## config.mk

```make
export PLATFORM = sky130hd
export DESIGN_NAME = systolic_ctrl
export DESIGN_NICKNAME = d
export VERILOG_FILES = /design/src/rtl/systolic_ctrl.sv
export SDC_FILE = /design/constraint.sdc
export NUM_CORES = 1
export LEC_CHECK = 0
export ABC_CLOCK_PERIOD_IN_PS = 8200
export CORE_MARGIN = 1.5
export CORE_UTILIZATION = 46
export CTS_BUF_LIST = sky130_fd_sc_hd__clkbuf_8
export DETAILED_ROUTE_END_ITERATION = 8
export GPL_ROUTABILITY_DRIVEN = 0
export PLACE_DENSITY = 0.86
export SYNTH_ARGS = -nofsm -noshare
export SYNTH_HDL_FRONTEND = slang
export SYNTH_SLANG_ARGS = --single-unit
```

## constraint.sdc

```tcl
create_clock -name clk -period 8.2 [get_ports clk]
set_input_delay 1.23 -clock clk [delete_from_list [all_inputs] [get_ports clk]]
set_output_delay 1.23 -clock clk [all_outputs]
set_load 0.005 [all_outputs]
```

## src/rtl/systolic_ctrl.sv

```systemverilog
// Job sequencer for the DIM x DIM systolic MAC array: clear, feed with skew drain, then row readout.
// Optional cycle counter output perf_cycles is enabled by defining SYSTOLIC_CTRL_PERF_EN.
module systolic_ctrl #(
    parameter int BITS_C = 16,
    parameter int DIM    = 8
) (
    input  logic                      clk,
    input  logic                      rst,
    input  logic                      start,
    output logic                      busy,
    output logic                      done,
    output logic                      op_rd_en,
    output logic [$clog2(DIM)-1:0]    op_rd_idx,
    output logic                      arr_en,
    output logic                      arr_wren,
    output logic [$clog2(DIM)-1:0]    arr_crow,
    input  logic [DIM*BITS_C-1:0]     arr_cout,
    output logic                      row_valid,
    input  logic                      row_ready,
    output logic [$clog2(DIM)-1:0]    row_idx,
    output logic [DIM*BITS_C-1:0]     row_data
`ifdef SYSTOLIC_CTRL_PERF_EN
    ,
    output logic [31:0]               perf_cycles
`endif
);

    localparam int IW = $clog2(DIM);
    localparam int FW = $clog2(3 * DIM);
    localparam logic [FW-1:0] FEED_LAST = FW'(3 * DIM - 2);
    localparam logic [IW-1:0] IDX_LAST  = IW'(DIM - 1);

    typedef enum logic [1:0] {IDLE, CLEAR, FEED, READ} state_t;
    typedef enum logic {PH_CAP, PH_HOLD} phase_t;

    state_t                  state_q;
    phase_t                  phase_q;
    logic [IW-1:0]           idx_q;
    logic [FW-1:0]           feedCnt_q;
    logic [FW-1:0]           feedCnt_d;
    logic                    busy_q, done_q, opRdEn_q, arrEn_q, arrWren_q, rowValid_q;
    logic [IW-1:0]           opRdIdx_q, arrCrow_q, rowIdx_q;
    logic [DIM*BITS_C-1:0]   rowData_q;
    logic                    accept;

    // A start landing on the done cycle is still seen in IDLE, so it is masked here.
    assign accept    = (state_q == IDLE) && start && !done_q;
    assign feedCnt_d = feedCnt_q + 1'b1;

    always_ff @(posedge clk or posedge rst) begin
        if (rst) begin
            state_q    <= IDLE;
            phase_q    <= PH_CAP;
            idx_q      <= '0;
            feedCnt_q  <= '0;
            busy_q     <= 1'b0;
            done_q     <= 1'b0;
            opRdEn_q   <= 1'b0;
            opRdIdx_q  <= '0;
            arrEn_q    <= 1'b0;
            arrWren_q  <= 1'b0;
            arrCrow_q  <= '0;
            rowValid_q <= 1'b0;
            rowIdx_q   <= '0;
            rowData_q  <= '0;
        end else begin
            done_q <= 1'b0;
            case (state_q)
                IDLE: begin
                    if (accept) begin
                        state_q   <= CLEAR;
                        busy_q    <= 1'b1;
                        arrWren_q <= 1'b1;
                        arrCrow_q <= '0;
                        idx_q     <= '0;
                    end
                end
                CLEAR: begin
                    if (idx_q == IDX_LAST) begin
                        state_q   <= FEED;
                        arrWren_q <= 1'b0;
                        arrCrow_q <= '0;
                        feedCnt_q <= '0;
                        opRdEn_q  <= 1'b1;
                        opRdIdx_q <= '0;
                    end else begin
                        idx_q     <= idx_q + 1'b1;
                        arrCrow_q <= idx_q + 1'b1;
                    end
                end
                // The array is enabled one cycle behind the read strobe to cover memory latency.
                FEED: begin
                    if (feedCnt_q == FEED_LAST) begin
                        state_q   <= READ;
                        phase_q   <= PH_CAP;
                        arrEn_q   <= 1'b0;
                        opRdEn_q  <= 1'b0;
                        opRdIdx_q <= '0;
                        arrCrow_q <= '0;
                        idx_q     <= '0;
                    end else begin
                        feedCnt_q <= feedCnt_d;
                        arrEn_q   <= 1'b1;
                        opRdEn_q  <= (feedCnt_d < FW'(DIM));
                        opRdIdx_q <= (feedCnt_d < FW'(DIM)) ? feedCnt_d[IW-1:0] : '0;
                    end
                end
                READ: begin
                    if (phase_q == PH_CAP) begin
                        rowData_q  <= arr_cout;
                        rowIdx_q   <= idx_q;
                        rowValid_q <= 1'b1;
                        phase_q    <= PH_HOLD;
                    end else if (rowValid_q && row_ready) begin
                        rowValid_q <= 1'b0;
                        phase_q    <= PH_CAP;
                        if (idx_q == IDX_LAST) begin
                            state_q   <= IDLE;
                            busy_q    <= 1'b0;
                            done_q    <= 1'b1;
                            arrCrow_q <= '0;
                            idx_q     <= '0;
                        end else begin
                            idx_q     <= idx_q + 1'b1;
                            arrCrow_q <= idx_q + 1'b1;
                        end
                    end
                end
                default: state_q <= IDLE;
            endcase
        end
    end

`ifdef SYSTOLIC_CTRL_PERF_EN
    logic [31:0] perf_q;

    // The accepting cycle counts as the first busy cycle; counting stops once busy drops at done.
    always_ff @(posedge clk or posedge rst) begin
        if (rst) begin
            perf_q <= '0;
        end else if (accept) begin
            perf_q <= 32'd1;
        end else if (busy_q && (perf_q != 32'hFFFF_FFFF)) begin
            perf_q <= perf_q + 32'd1;
        end
    end

    assign perf_cycles = perf_q;
`endif

    assign busy      = busy_q;
    assign done      = done_q;
    assign op_rd_en  = opRdEn_q;
    assign op_rd_idx = opRdIdx_q;
    assign arr_en    = arrEn_q;
    assign arr_wren  = arrWren_q;
    assign arr_crow  = arrCrow_q;
    assign row_valid = rowValid_q;
    assign row_idx   = rowIdx_q;
    assign row_data  = rowData_q;

endmodule

```

==> impl_metrics.py <==
metrics = {
    "logic_synthesis": {
        "syn_area_per_cell_um2": 15.2,
        "synth_seq_area_share_pct": 63.1,
        "synth_top_area_share_pct": 63.1,
        "syn-cell-area_um2": 6110,
        "ys_seq_elements": 154,
        "ys_warn_count": 0,
        "ys_types": 39,
        "synth_fp_nets": 544,
        "syn_inst": 402,
        "synthTopCellsByArea": "dfrtp_1 63%, mux2_2 24%, ha_1 2.0%",
        "synth.largest_area_cell": "dfrtp_1",
    },
    "final_layout": {
        "final_common_cell": "clkdlybuf4s50_1",
        "final_cell_mix": "274 x clkdlybuf4s50_1, 154 x dfrtp_1, 132 x mux2_2",
        "finalNetCount": 819,
        "area_growth_syn_to_layout_pct": 53.9,
        "antennaDiodeCount": 0,
        "drive_gt1_share_pct": 25.1,
        "final_core_utilization_pct": 73.6,
    },
    "worst_setup_path": {
        "critPathTopFamily": "compound AO/OA/AOI/OAI gates",
        "slowest_stage": "a222oi_1",
        "cp-end-kind": "register",
        "worst-path-max-fanout": 5,
        "worst-path-buf-inv": 1,
        "crit_chain": "clkdlybuf4s50_1 > nand3_1 > a222oi_1 > nand2_2 > mux2_4",
        "r2r_slack_ps": 5860,
        "worstPathRequired_ps": 8520,
        "cp.arrival_ps": 3080,
        "worstReg2RegEnd": "row_data[58]",
        "crit_path_start_kind": "input pin",
        "cp_slowest_stage_delay_ps": 680,
        "crit_type": "input pin to register",
        "r2r_start": "state_q[1]",
        "reg2regPathDepth": 4,
    },
    "die": {
        "pin_count": 275,
        "std_cell_rows": 41,
        "die_h_um": 118,
        "coreArea_um2": 12800,
        "floorplan.die.width_um": 118,
        "fp.dieArea_um2": 14000,
        "start_util_pct": 47.8,
    },
    "global_route": {
        "antenna_found_initial": 0,
        "track_usage_pct": 23.1,
        "overflow": 0,
        "grt_pass1_vias": 4772,
        "grt_pass1_wl_um": 25100,
        "grt_max_degree": 79,
    },
    "detailed_routing": {
        "wl_per_cell_um": 18.1,
        "ant_nets": 0,
        "vias_per_cell": 4.98,
        "routed-via-count": 4291,
        "wirelength_um": 15600,
        "drt-pass1-iter-count": 4,
        "dr.first_iter.drc_count": 145,
        "drc": 0,
    },
    "pwr": {
        "p_per_area_nw_per_um2": 190,
        "power.total_mw": 1.79,
        "ir_drop_uv": 126,
        "p_leak_nw": 3.91,
    },
    "timing": {
        "rsz0062_at_grt": "no",
        "slew_headroom_pct": 36.6,
        "period_needed_ps": 2750,
        "max_slew.worst_pin.slew_ps": 951,
        "clock.fmax_mhz": 363,
        "fin_tns_setup_ps": 0,
        "setup_viol": 0,
        "hold_violations": 0,
        "finalHoldWorstSlack_ps": 482,
        "timing.final.crit_share_pct": 33.6,
        "slew_viol_final": 0,
        "clock_skew_ps": 11.3,
        "layout_setup_ws_ps": 5450,
    },
    "cts": {
        "cts_tree": "done",
        "insertion_delay_ps": 440,
        "clk_path_buf_depth": 2,
        "cts-root-buf": "clkbuf_8",
        "cts-hold-fix-buffers": 0,
        "path_clk_slew_ps": 70,
        "cts_resized": 0,
        "htree_levels": 4,
        "numCtsBuffers": 17,
        "cts.sinks": 154,
        "postCtsSetupRepairBufs": 0,
    },
    "worst_hold_path": {
        "hp-class": "register to register",
        "min_from": "op_rd_idx[0]",
        "whs_endpoint": "op_rd_idx[0]",
        "hold_path_depth": 2,
    },
    "status": {
        "outcome": "complete, no violations",
    },
    "placed_design": {
        "hpwl_um": 11500,
        "preCtsSetupSlack_ps": 4910,
        "port_buffers": 274,
    },
    "run": {
        "max_cap_viol_count": 0,
    },
}
logic make-up after synthesis:
| family | share of synthesized area (%) |
|---|---|
| and+or+nand+nor | 2.97 |
| adders and majority gates | 2.05 |
| muxes | 25.6 |
| buffers and inverters | 2.36 |
| AOI/OAI and AO/OA | 3.69 |
| xor gates and xnor gates | 0.287 |
| DFF | 63.1 |
power breakdown:
group	leakage (nW)	switching, mW	internal (mW)
registers	1.82	0.0443	0.834
clock network	0.205	0.275	0.304
logic	1.89	0.0990	0.232
total	3.91	0.418	1.37
how the worst max path moves through the flow:
stage | depth (start not counted) | slack (ps) | to | from
2_1_floorplan | 1 | 2820 | arr_crow[0] | rst
3_3_place_gp | 3 | 4990 | row_data[101] | rst
3_5_place_dp | 3 | 4910 | row_data[102] | rst
4_1_cts | 3 | 5410 | row_data[99] | rst
5_1_grt | 3 | 5160 | row_data[99] | rst
6_report | 5 | 5450 | idx_q[2] | row_ready
cell usage after synthesis:
cell	n
o2bb2ai_1	1
buf_1	2
nand2b_1	4
o21bai_1	1
o21ai_0	6
o41ai_1	1
xnor2_1	2
nor2b_1	3
a22o_1	5
nor2_1	3
mux2_2	132
mux2_1	1
o221ai_1	1
a22oi_1	1
clkbuf_1	7
a32oi_1	1
nand4b_4	1
a21o_1	2
clkbuf_4	1
dfrtp_1	154
a31oi_1	2
inv_1	11
o22ai_1	1
buf_6	1
o31a_2	1
o21ai_1	1
nor3_1	1
ha_1	10
o21a_1	1
nand2_2	2
o31ai_1	4
and3_1	1
mux2i_1	5
a21oi_1	1
buf_2	10
nand3_1	6
a222oi_1	1
nand2_1	13
mux2_4	1
area by class of cell:
class	instances	area [um2]
sequential	154	3850
fill	834	3370
timing repair buffer	277	2770
multi-input combinational	216	2120
clock buffer	18	248
tap	172	215
clock inverter	14	155
inverter	11	46.3
routing by layer:
layer | vias up | global-route usage, % | wire length (um)
met1 | 2105 | 25.9 | 5940
met5 | - | 0 | 0
met4 | 0 | 8.54 | 326
met2 | 194 | 40.1 | 7950
met3 | 26 | 8.64 | 1370
li1 | 1966 | - | -
sequential cells by signal, summed over array words and instances (netlist names), 2 cells and up:
signal     cells
feedCnt_q      5
idx_q          3
state_q        2
row_idx        3
row_data     128
op_rd_idx      3
arr_crow       3
tightest hold or removal path: cells and delay by family (launching register included):
| kind | cells | cell delay, ps |
|---|---|---|
| AOI/OAI and AO/OA | 1 | 50 |
| DFF | 1 | 340 |
| and+or+nand+nor | 1 | 50 |
stage by stage:
stage | instance area [um2] | instances
floorplan | 6110 | 402
global placement | 9000 | 830
detailed placement | 9000 | 830
CTS | 9400 | 862
global route | 9400 | 862
finish | 9400 | 862
No activity file was read; power rests on OpenSTA's default activity.
